### src/rtl/msc_pkg.sv
// Shared FSM state type and result error codes for multi_sensor_core.
package msc_pkg;

    typedef enum logic [2:0] {
        ST_IDLE,
        ST_CHECK,
        ST_TRIG,
        ST_WAIT_RISE,
        ST_MEASURE,
        ST_GAP
    } msc_state_t;

    localparam logic [1:0] ERR_OK      = 2'd0;
    localparam logic [1:0] ERR_TIMEOUT = 2'd1;
    localparam logic [1:0] ERR_STUCK   = 2'd2;
    localparam logic [1:0] ERR_OVF     = 2'd3;

endpackage

### src/rtl/msc_us_cnt.sv
// Saturating microsecond tick counter with clear and terminal compare.
// term flags the tick that brings the count up to limit.
module msc_us_cnt #(
    parameter int unsigned CNT_W = 16
) (
    input  logic             clk_sys,
    input  logic             rst,
    input  logic             clr,
    input  logic             tick,
    input  logic [CNT_W-1:0] limit,
    output logic [CNT_W-1:0] cnt,
    output logic             term
);

    assign term = tick && (({1'b0, cnt} + (CNT_W+1)'(1)) >= {1'b0, limit});

    always_ff @(posedge clk_sys) begin
        if (rst || clr) begin
            cnt <= '0;
        end else if (tick && !(&cnt)) begin
            cnt <= cnt + CNT_W'(1);
        end
    end

endmodule

### src/rtl/multi_sensor_core.sv
// Multi-channel trig/echo ranging engine: single-shot and round-robin scan modes.
// Define MSC_ERRCNT_EN to add per-channel saturating error counters (err_clr/err_cnt).
module multi_sensor_core
    import msc_pkg::*;
#(
    parameter int unsigned N_CH       = 4,
    parameter int unsigned CH_W       = 2,
    parameter int unsigned CNT_W      = 16,
    parameter int unsigned TRIG_US    = 10,
    parameter int unsigned TIMEOUT_US = 30000,
    parameter int unsigned MAX_US     = 25000,
    parameter int unsigned GAP_US     = 60000
) (
    input  logic              clk_sys,
    input  logic              rst,
    input  logic              pluse_us,
    input  logic [N_CH-1:0]   echo,
    output logic [N_CH-1:0]   trig,
    input  logic              fire_measure,
    input  logic [CH_W-1:0]   fire_ch,
    input  logic              scan_en,
    input  logic [N_CH-1:0]   ch_mask,
    output logic              busy,
    output logic              done_measure,
    output logic              err_measure,
    output logic [1:0]        err_code,
    output logic [CNT_W-1:0]  data_measure,
    output logic [CH_W-1:0]   ch_measure
`ifdef MSC_ERRCNT_EN
    ,
    input  logic              err_clr,
    output logic [N_CH*8-1:0] err_cnt
`endif
);

    localparam logic [CNT_W-1:0] TRIG_L    = CNT_W'(TRIG_US);
    localparam logic [CNT_W-1:0] TIMEOUT_L = CNT_W'(TIMEOUT_US);
    localparam logic [CNT_W-1:0] MAX_L     = CNT_W'(MAX_US);
    localparam logic [CNT_W-1:0] GAP_L     = CNT_W'(GAP_US);

    msc_state_t       state, state_d;
    logic [CH_W-1:0]  ch_q, ch_d, ptr_q, ptr_d, scan_pick, chm_d;
    logic             scan_q, scan_d, found;
    logic [N_CH-1:0]  trig_d;
    logic             done_d, err_d;
    logic [1:0]       code_d;
    logic [CNT_W-1:0] data_d, cnt, limit;
    logic             echo_bit, cnt_tick, cnt_clr, term, fire_ok;
    int unsigned      idx;

    assign busy     = (state != ST_IDLE);
    assign echo_bit = echo[ch_q];
    assign fire_ok  = (32'(fire_ch) < N_CH);
    // Width counting only advances while the echo is high.
    assign cnt_tick = pluse_us && ((state != ST_MEASURE) || echo_bit);
    assign cnt_clr  = (state_d != state);

    msc_us_cnt #(.CNT_W(CNT_W)) u_us_cnt (
        .clk_sys (clk_sys),
        .rst     (rst),
        .clr     (cnt_clr),
        .tick    (cnt_tick),
        .limit   (limit),
        .cnt     (cnt),
        .term    (term)
    );

    always_comb begin
        scan_pick = ptr_q;
        found     = 1'b0;
        idx       = 0;
        for (int unsigned i = 0; i < N_CH; i++) begin
            idx = (32'(ptr_q) + i) % N_CH;
            if (!found && ch_mask[CH_W'(idx)]) begin
                scan_pick = CH_W'(idx);
                found     = 1'b1;
            end
        end
    end

    always_comb begin
        state_d = state;
        ch_d    = ch_q;
        ptr_d   = ptr_q;
        scan_d  = scan_q;
        trig_d  = trig;
        done_d  = 1'b0;
        err_d   = 1'b0;
        code_d  = err_code;
        data_d  = data_measure;
        chm_d   = ch_measure;
        limit   = '1;
        case (state)
            ST_IDLE: begin
                if (scan_en && (|ch_mask)) begin
                    ch_d    = scan_pick;
                    scan_d  = 1'b1;
                    state_d = ST_CHECK;
                end else if (fire_measure && fire_ok) begin
                    ch_d    = fire_ch;
                    scan_d  = 1'b0;
                    state_d = ST_CHECK;
                end
            end
            ST_CHECK: begin
                if (echo_bit) begin
                    done_d  = 1'b1;
                    err_d   = 1'b1;
                    code_d  = ERR_STUCK;
                    data_d  = '0;
                    chm_d   = ch_q;
                    state_d = ST_GAP;
                end else begin
                    trig_d       = '0;
                    trig_d[ch_q] = 1'b1;
                    state_d      = ST_TRIG;
                end
            end
            ST_TRIG: begin
                limit = TRIG_L;
                if (term) begin
                    trig_d  = '0;
                    state_d = ST_WAIT_RISE;
                end
            end
            ST_WAIT_RISE: begin
                limit = TIMEOUT_L;
                if (echo_bit) begin
                    state_d = ST_MEASURE;
                end else if (term) begin
                    done_d  = 1'b1;
                    err_d   = 1'b1;
                    code_d  = ERR_TIMEOUT;
                    data_d  = '0;
                    chm_d   = ch_q;
                    state_d = ST_GAP;
                end
            end
            ST_MEASURE: begin
                limit = MAX_L;
                if (!echo_bit) begin
                    done_d  = 1'b1;
                    code_d  = ERR_OK;
                    data_d  = cnt;
                    chm_d   = ch_q;
                    state_d = ST_GAP;
                end else if (term) begin
                    done_d  = 1'b1;
                    err_d   = 1'b1;
                    code_d  = ERR_OVF;
                    data_d  = MAX_L;
                    chm_d   = ch_q;
                    state_d = ST_GAP;
                end
            end
            ST_GAP: begin
                limit = GAP_L;
                if (term) begin
                    state_d = ST_IDLE;
                    if (scan_q) begin
                        ptr_d = (32'(ch_q) == N_CH - 1) ? '0 : ch_q + CH_W'(1);
                    end
                end
            end
            default: state_d = ST_IDLE;
        endcase
    end

    always_ff @(posedge clk_sys) begin
        if (rst) begin
            state        <= ST_IDLE;
            ch_q         <= '0;
            ptr_q        <= '0;
            scan_q       <= 1'b0;
            trig         <= '0;
            done_measure <= 1'b0;
            err_measure  <= 1'b0;
            err_code     <= ERR_OK;
            data_measure <= '0;
            ch_measure   <= '0;
        end else begin
            state        <= state_d;
            ch_q         <= ch_d;
            ptr_q        <= ptr_d;
            scan_q       <= scan_d;
            trig         <= trig_d;
            done_measure <= done_d;
            err_measure  <= err_d;
            err_code     <= code_d;
            data_measure <= data_d;
            ch_measure   <= chm_d;
        end
    end

`ifdef MSC_ERRCNT_EN
    // err_measure and ch_measure are registered together, so ch_measure names the erring channel.
    always_ff @(posedge clk_sys) begin
        if (rst || err_clr) begin
            err_cnt <= '0;
        end else begin
            for (int unsigned i = 0; i < N_CH; i++) begin
                if (err_measure && (32'(ch_measure) == i) && (err_cnt[i*8 +: 8] != 8'hFF)) begin
                    err_cnt[i*8 +: 8] <= err_cnt[i*8 +: 8] + 8'd1;
                end
            end
        end
    end
`endif

endmodule

### config.mk
export PLATFORM = sky130hd
export DESIGN_NAME = multi_sensor_core
export DESIGN_NICKNAME = d
export VERILOG_FILES = /design/src/rtl/msc_pkg.sv /design/src/rtl/msc_us_cnt.sv /design/src/rtl/multi_sensor_core.sv
export SDC_FILE = /design/constraint.sdc
export NUM_CORES = 1
export LEC_CHECK = 0
export BUFFER_PORTS_ARGS = -buffer_cell sky130_fd_sc_hd__buf_4
export CORE_UTILIZATION = 58
export DETAILED_ROUTE_END_ITERATION = 7
export PLACE_DENSITY = 0.8
export SLEW_MARGIN = 25
export SYNTH_ARGS = -nofsm -noshare
export SYNTH_HDL_FRONTEND = slang
export SYNTH_SLANG_ARGS = --single-unit
### constraint.sdc
create_clock -name clk_sys -period 4.7 [get_ports clk_sys]
set_clock_uncertainty 0.1 [all_clocks]
set_input_delay 0.47 -clock clk_sys [delete_from_list [all_inputs] [get_ports clk_sys]]
set_output_delay 0.47 -clock clk_sys [all_outputs]
set_load 0.005 [all_outputs]
==> flow_summary.yaml, run 1 <==
clocking:
  cts_tree: "built"
  cts.sinks: 50
  cts_setup_buffers: 0
  h-tree-depth: 2
  ctsResizeCount: 0
  hold_buffers: 0
  clock_path_buffers: 2
  clock_latency_ps: 300
  clk_pin_slew_ps: 100
  cts_root_buf: "clkbuf_8"
  numCtsBuffers: 5
worst_hold_path:
  hp-class: "reg -> reg"
  hp-start: "ch_measure[1]"
  holdPathEnd: "ch_measure[1]"
  hold_depth: 2
route:
  first_iter_violations: 332
  first_pass_iters: 5
  wl_per_cell_um: 15.98
  num_vias: 2828
  drc: 0
  routed_wl_um: 7399
  routed_via_density: 6.108
  detail-route-antenna-nets: 0
power_and_ir_drop:
  p_per_area_mw_per_mm2: 369.1
  peakVddDrop_mv: 0.2339
  p_leak_nw: 1.493
final_layout:
  syn_to_final_growth_pct: 12.82
  drive_above_1_share: 0.1781
  mostFrequentLayoutCells: "dfxtp_1 (50), buf_4 (42), a21oi_1 (29)"
  fin_nets: 428
  final_common_cell: "dfxtp_1"
  fin_util: 0.6853
  diodes: 0
  instances_no_fill: 463
sta:
  setup_viol: 0
  rsz0062_at_grt: "false"
  hold_slack_ps: 368.9
  period_needed_ps: 4080
  setup-tns-final_ps: 0
  clock.fmax_mhz: 245.1
  drv_slew: 0
  fin_crit_sh: 0.8680
  worst_slew_pin_slew_ps: 880.5
  slew_headroom: 0.4076
  hold_viol: 0
  setup_slack_ps: 620.3
critical_path:
  critical_path_arrival_ps: 4200
  cp_max_fo: 16
  crit_required_ps: 4820
  rr_worst_depth: 12
  reg2reg_slack_ps: 620
  crit_path_start_kind: "flop"
  critical_path_class: "reg -> reg"
  reg2reg_from: "u_us_cnt.cnt[0]"
  r2r_end: "u_us_cnt.cnt[4]"
  cp-end-kind: "flop"
logic_synthesis:
  syn_nets: 400
  async_reset_ff_frac: 0
  synth_top_area_cell: "dfxtp_1"
  avgSynthCellArea_um2: 8.631
  synth_top_flop_cell: "dfxtp_1"
  synth_area_mm2: 0.003142
  ys_types: 64
  synth-seq-cells: 50
  yosysWarnings: 0
  syn-instance-count: 364
  seq_area_frac_synth: 0.3186
  synthTopCellsByArea: "dfxtp_1 (32%), ha_1 (8.4%), a21oi_1 (4.6%)"
  synth_top_area_frac: 0.3186
  synth-edff-count: 0
placement:
  portBuffers: 41
  gp_congestion: 0.9577
  dp_slack_ps: 742.7
  dp.cells: 455
  post-dp-hpwl_um: 5404
grt:
  gr-total-overflow: 0
  antenna_found_initial: 0
  grt_pass1_vias: 2457
  grt_pass1_wl_um: 11670
  track_usage: 0.2661
  grt_max_degree: 27
die:
  die_h_um: 75.60
  core-area_mm2: 0.005172
  die_w_um: 75.60
  die-area_mm2: 0.005715
  rows: 26
  io_pins: 42
  initial_utilization: 0.6074
outcome:
  run_status: "finished, final reports clean"
job:
  max_cap_violations: 0
-- flip-flops by register name, summed over array words and instances (netlist names) --
register and flops:
ch_q 2, ch_measure 2, trig 4, scan_q 1, u_us_cnt.cnt 16, data_measure 16
done_measure 1, err_code 2, err_measure 1, ptr_q 2, state 3
-- cell usage after synthesis (all sizes together) (3+ instances only) --
master  instances
nor3           19
nor4            3
a32oi           4
xnor2          12
and3            4
nand3          16
nand2          24
nor2b           9
a21oi          30
xor2           16
and4            3
nand4           8
a22o           12
o21ai          19
inv             9
nand2b          9
clkbuf         12
ha             21
dfxtp          50
buf             9
nor2           30
a211oi          3
mux2i           5
mux2            6
-- where the power goes --
| group | total (mW) | leakage [nW] | switching [mW] | internal, mW |
|---|---|---|---|---|
| clock network | 0.270 | 0.0478 | 0.149 | 0.121 |
| registers | 0.531 | 0.404 | 0.0715 | 0.459 |
| logic | 0.507 | 1.04 | 0.306 | 0.201 |
| total | 1.31 | 1.49 | 0.527 | 0.781 |
-- critical path, cell delays in order (launching register included) --
cell,delay [ps]
dfxtp_1,450
ha_1,270
nand4_1,240
nor2_4,300
and3_1,240
xor2_1,170
ha_1,270
nand4_1,150
nor4_1,80
a221oi_1,420
o2111a_1,500
o2111ai_2,490
a21oi_1,310
-- logic make-up after synthesis --
logic type      after synthesis  share of synthesized area
flops                        50                     0.3186
xor+xnor                     28                    0.07805
compound gates               89                     0.2051
fa+ha+maj                    21                    0.08363
mux                          12                    0.04460
buf+inv                      30                    0.04221
simple gates                134                     0.2278
-- layout make-up --
| class | count | area [um2] |
|---|---|---|
| multi-input cells | 284 | 2008 |
| inverters | 9 | 33.78 |
| flip-flops and latches | 50 | 1001 |
| well taps | 70 | 87.58 |
| fillers | 424 | 1628 |
| clock buffers | 6 | 82.58 |
| repair buffers | 42 | 315.3 |
| clock inverters | 2 | 16.27 |
-- through the flow --
stage | area [um2] | total power [mW]
global placement | 3446 | 1.023
CTS | 3545 | 1.305
detailed placement | 3446 | 1.035
finish | 3545 | 1.308
floorplan | 3142 | 0.8964
global route | 3545 | 1.391
-- metal layers --
layer	GRT usage	vias up	share of wire
met5	0	-	0
met4	0.06173	0	0.012
met3	0.04365	9	0.065
met2	0.4157	92	0.46
met1	0.3842	1342	0.46
li1	-	1385	-
-- worst max-delay path by stage --
stage	slack [ps]	start	to	cells after the start
after floorplan	1370	state[2]	data_measure[13]	11
after global placement	880	u_us_cnt.cnt[0]	u_us_cnt.cnt[0]	12
after CTS	680	u_us_cnt.cnt[0]	u_us_cnt.cnt[4]	12
final	620	u_us_cnt.cnt[0]	u_us_cnt.cnt[4]	12
after global routing	320	u_us_cnt.cnt[0]	u_us_cnt.cnt[15]	12
after detailed placement	740	u_us_cnt.cnt[0]	u_us_cnt.cnt[15]	12
Power figures use the tool's default switching activity.
==> run 2, diff against run 1 <==
--- a/config.mk
+++ b/config.mk
@@ -8,7 +8,7 @@
 export BUFFER_PORTS_ARGS = -buffer_cell sky130_fd_sc_hd__buf_4
 export CORE_UTILIZATION = 58
 export DETAILED_ROUTE_END_ITERATION = 7
-export PLACE_DENSITY = 0.8
+export PLACE_DENSITY_LB_ADDON = 0.15
 export SLEW_MARGIN = 25
 export SYNTH_ARGS = -nofsm -noshare
 export SYNTH_HDL_FRONTEND = slang
==> run 2 against run 1 <==
Fmax is 0.84% higher. Global-route usage is 0.73 points higher. First-iteration DRC count is 22% lower. Sequential share of layout area is 0.070 points higher. Sequential power hardly changed. Critical path depth is 2 lower. Clock power is 4% lower. Total power is 0.84% lower. Count of clock-buffer cells in the layout is 1 lower. Non-clock buffer count stayed put. Die area stayed put. Critical endpoint is now u_us_cnt.cnt[6]. Highest routed layer unchanged.
==> flow_summary.yaml, run 2 (synthesis gave the netlist of run 1 again) <==
sta:
  setup-tns-final_ps: 0
  worst_slew_pin_slew_ps: 1019
  setup_viol: 0
  fin_crit_sh: 0.8608
  period_needed_ps: 4046
  rsz0062_at_grt: "false"
  hold_viol: 0
  drv_slew: 0
  slew_headroom: 0.3143
  clock.fmax_mhz: 247.2
grt:
  grt_pass1_vias: 2410
  gr-total-overflow: 0
  grt_pass1_wl_um: 11830
  grt_max_degree: 27
  track_usage: 0.2734
  antenna_found_initial: 0
critical_path:
  cp-end-kind: "flop"
  cp_max_fo: 16
  critical_path_arrival_ps: 4180
  critical_path_class: "reg -> reg"
  crit_path_start_kind: "flop"
  crit_required_ps: 4840
die:
  die_w_um: 75.60
  initial_utilization: 0.6074
  io_pins: 42
  core-area_mm2: 0.005172
  die-area_mm2: 0.005715
  die_h_um: 75.60
  rows: 26
clocking:
  cts_tree: "built"
  clk_pin_slew_ps: 100
  cts_root_buf: "clkbuf_8"
  hold_buffers: 0
  numCtsBuffers: 5
  clock_latency_ps: 310
  h-tree-depth: 2
  clock_path_buffers: 2
  ctsResizeCount: 0
  cts.sinks: 50
  cts_setup_buffers: 0
final_layout:
  mostFrequentLayoutCells: "dfxtp_1 (50), buf_4 (42), a21oi_1 (29)"
  reg_top3: "data_measure x16, u_us_cnt.cnt x16, trig x4"
  fin_nets: 428
  final_area_mm2: 0.003536
  diodes: 0
  final_common_cell: "dfxtp_1"
  syn_to_final_growth_pct: 12.54
  drive_above_1_share: 0.1781
placement:
  portBuffers: 41
  placed_area_mm2: 0.003446
  post-dp-hpwl_um: 5486
  gp_congestion: 0.9805
worst_hold_path:
  hp-class: "reg -> reg"
power_and_ir_drop:
  p_per_area_mw_per_mm2: 366.9
  peakVddDrop_mv: 0.2081
  p_leak_nw: 1.489
job:
  max_cap_violations: 0
route:
  first_pass_iters: 5
  num_vias: 2830
  routed_via_density: 6.112
  wl_per_cell_um: 16.08
  detail-route-antenna-nets: 0
  drc: 0
  routed_wl_um: 7445
  first_iter_violations: 258
outcome:
  run_status: "finished, final reports clean"
[run 2: cell types whose count changed in the layout (fill, tap and decap cells not counted), sizes merged]
cell,change
inv,-1
clkinv,+2
clkbuf,-1
[run 2: critical path, cell delays in order (launching register included)]
cell,delay (ps)
dfxtp_1,660
nand2b_1,290
o21ai_0,570
and2_1,220
ha_1,250
nand4_1,120
nor4_1,60
a221oi_1,440
o2111a_1,510
o2111ai_2,460
a21oi_1,300
[run 2: path summary, 6_finish.rpt]
check                     start               to  slack [ps]  depth (start not counted)
setup / recovery       state[1]  u_us_cnt.cnt[6]         650                         10
hold / removal    ch_measure[1]    ch_measure[1]         360                          2
setup reg to reg       state[1]  u_us_cnt.cnt[6]         650                         10
hold reg to reg   ch_measure[1]    ch_measure[1]         360                          2
[run 2: per-layer routing]
| metal | up-vias | GRT usage | share of wire |
|---|---|---|---|
| met4 | 0 | 0.07407 | 0.012 |
| met1 | 1331 | 0.4184 | 0.50 |
| met5 | - | 0 | 0 |
| met2 | 110 | 0.3889 | 0.43 |
| met3 | 10 | 0.05159 | 0.066 |
| li1 | 1379 | - | - |
[run 2: cell type report]
type	count	area, um2
clock inverters	3	21.27
well taps	70	87.58
clock buffers	5	68.82
inverters	9	33.78
flip-flops and latches	50	1001
repair buffers	42	315.3
fillers	428	1637
multi-input cells	284	2008
[run 2: where the power goes]
group          leakage [nW]  total, mW  switching [mW]  internal [mW]
Combinational          1.04      0.507           0.308          0.200
Clock                0.0441      0.259           0.154          0.105
Sequential            0.404      0.532          0.0724          0.459
Total                  1.49       1.30           0.534          0.764
[run 2: stage by stage]
stage               instances  worst slack [ps]    util  hold WS (ps)  power [mW]
finish                    463             654.4  0.6836         364.1       1.297
global route              463             312.2  0.6836         406.4       1.385
CTS                       463             733.0  0.6836         366.3       1.296
detailed placement        455             761.3  0.6662         352.2       1.037
global placement          455             860.2  0.6662         347.8       1.032
floorplan                 364              1368       -         354.4      0.8964
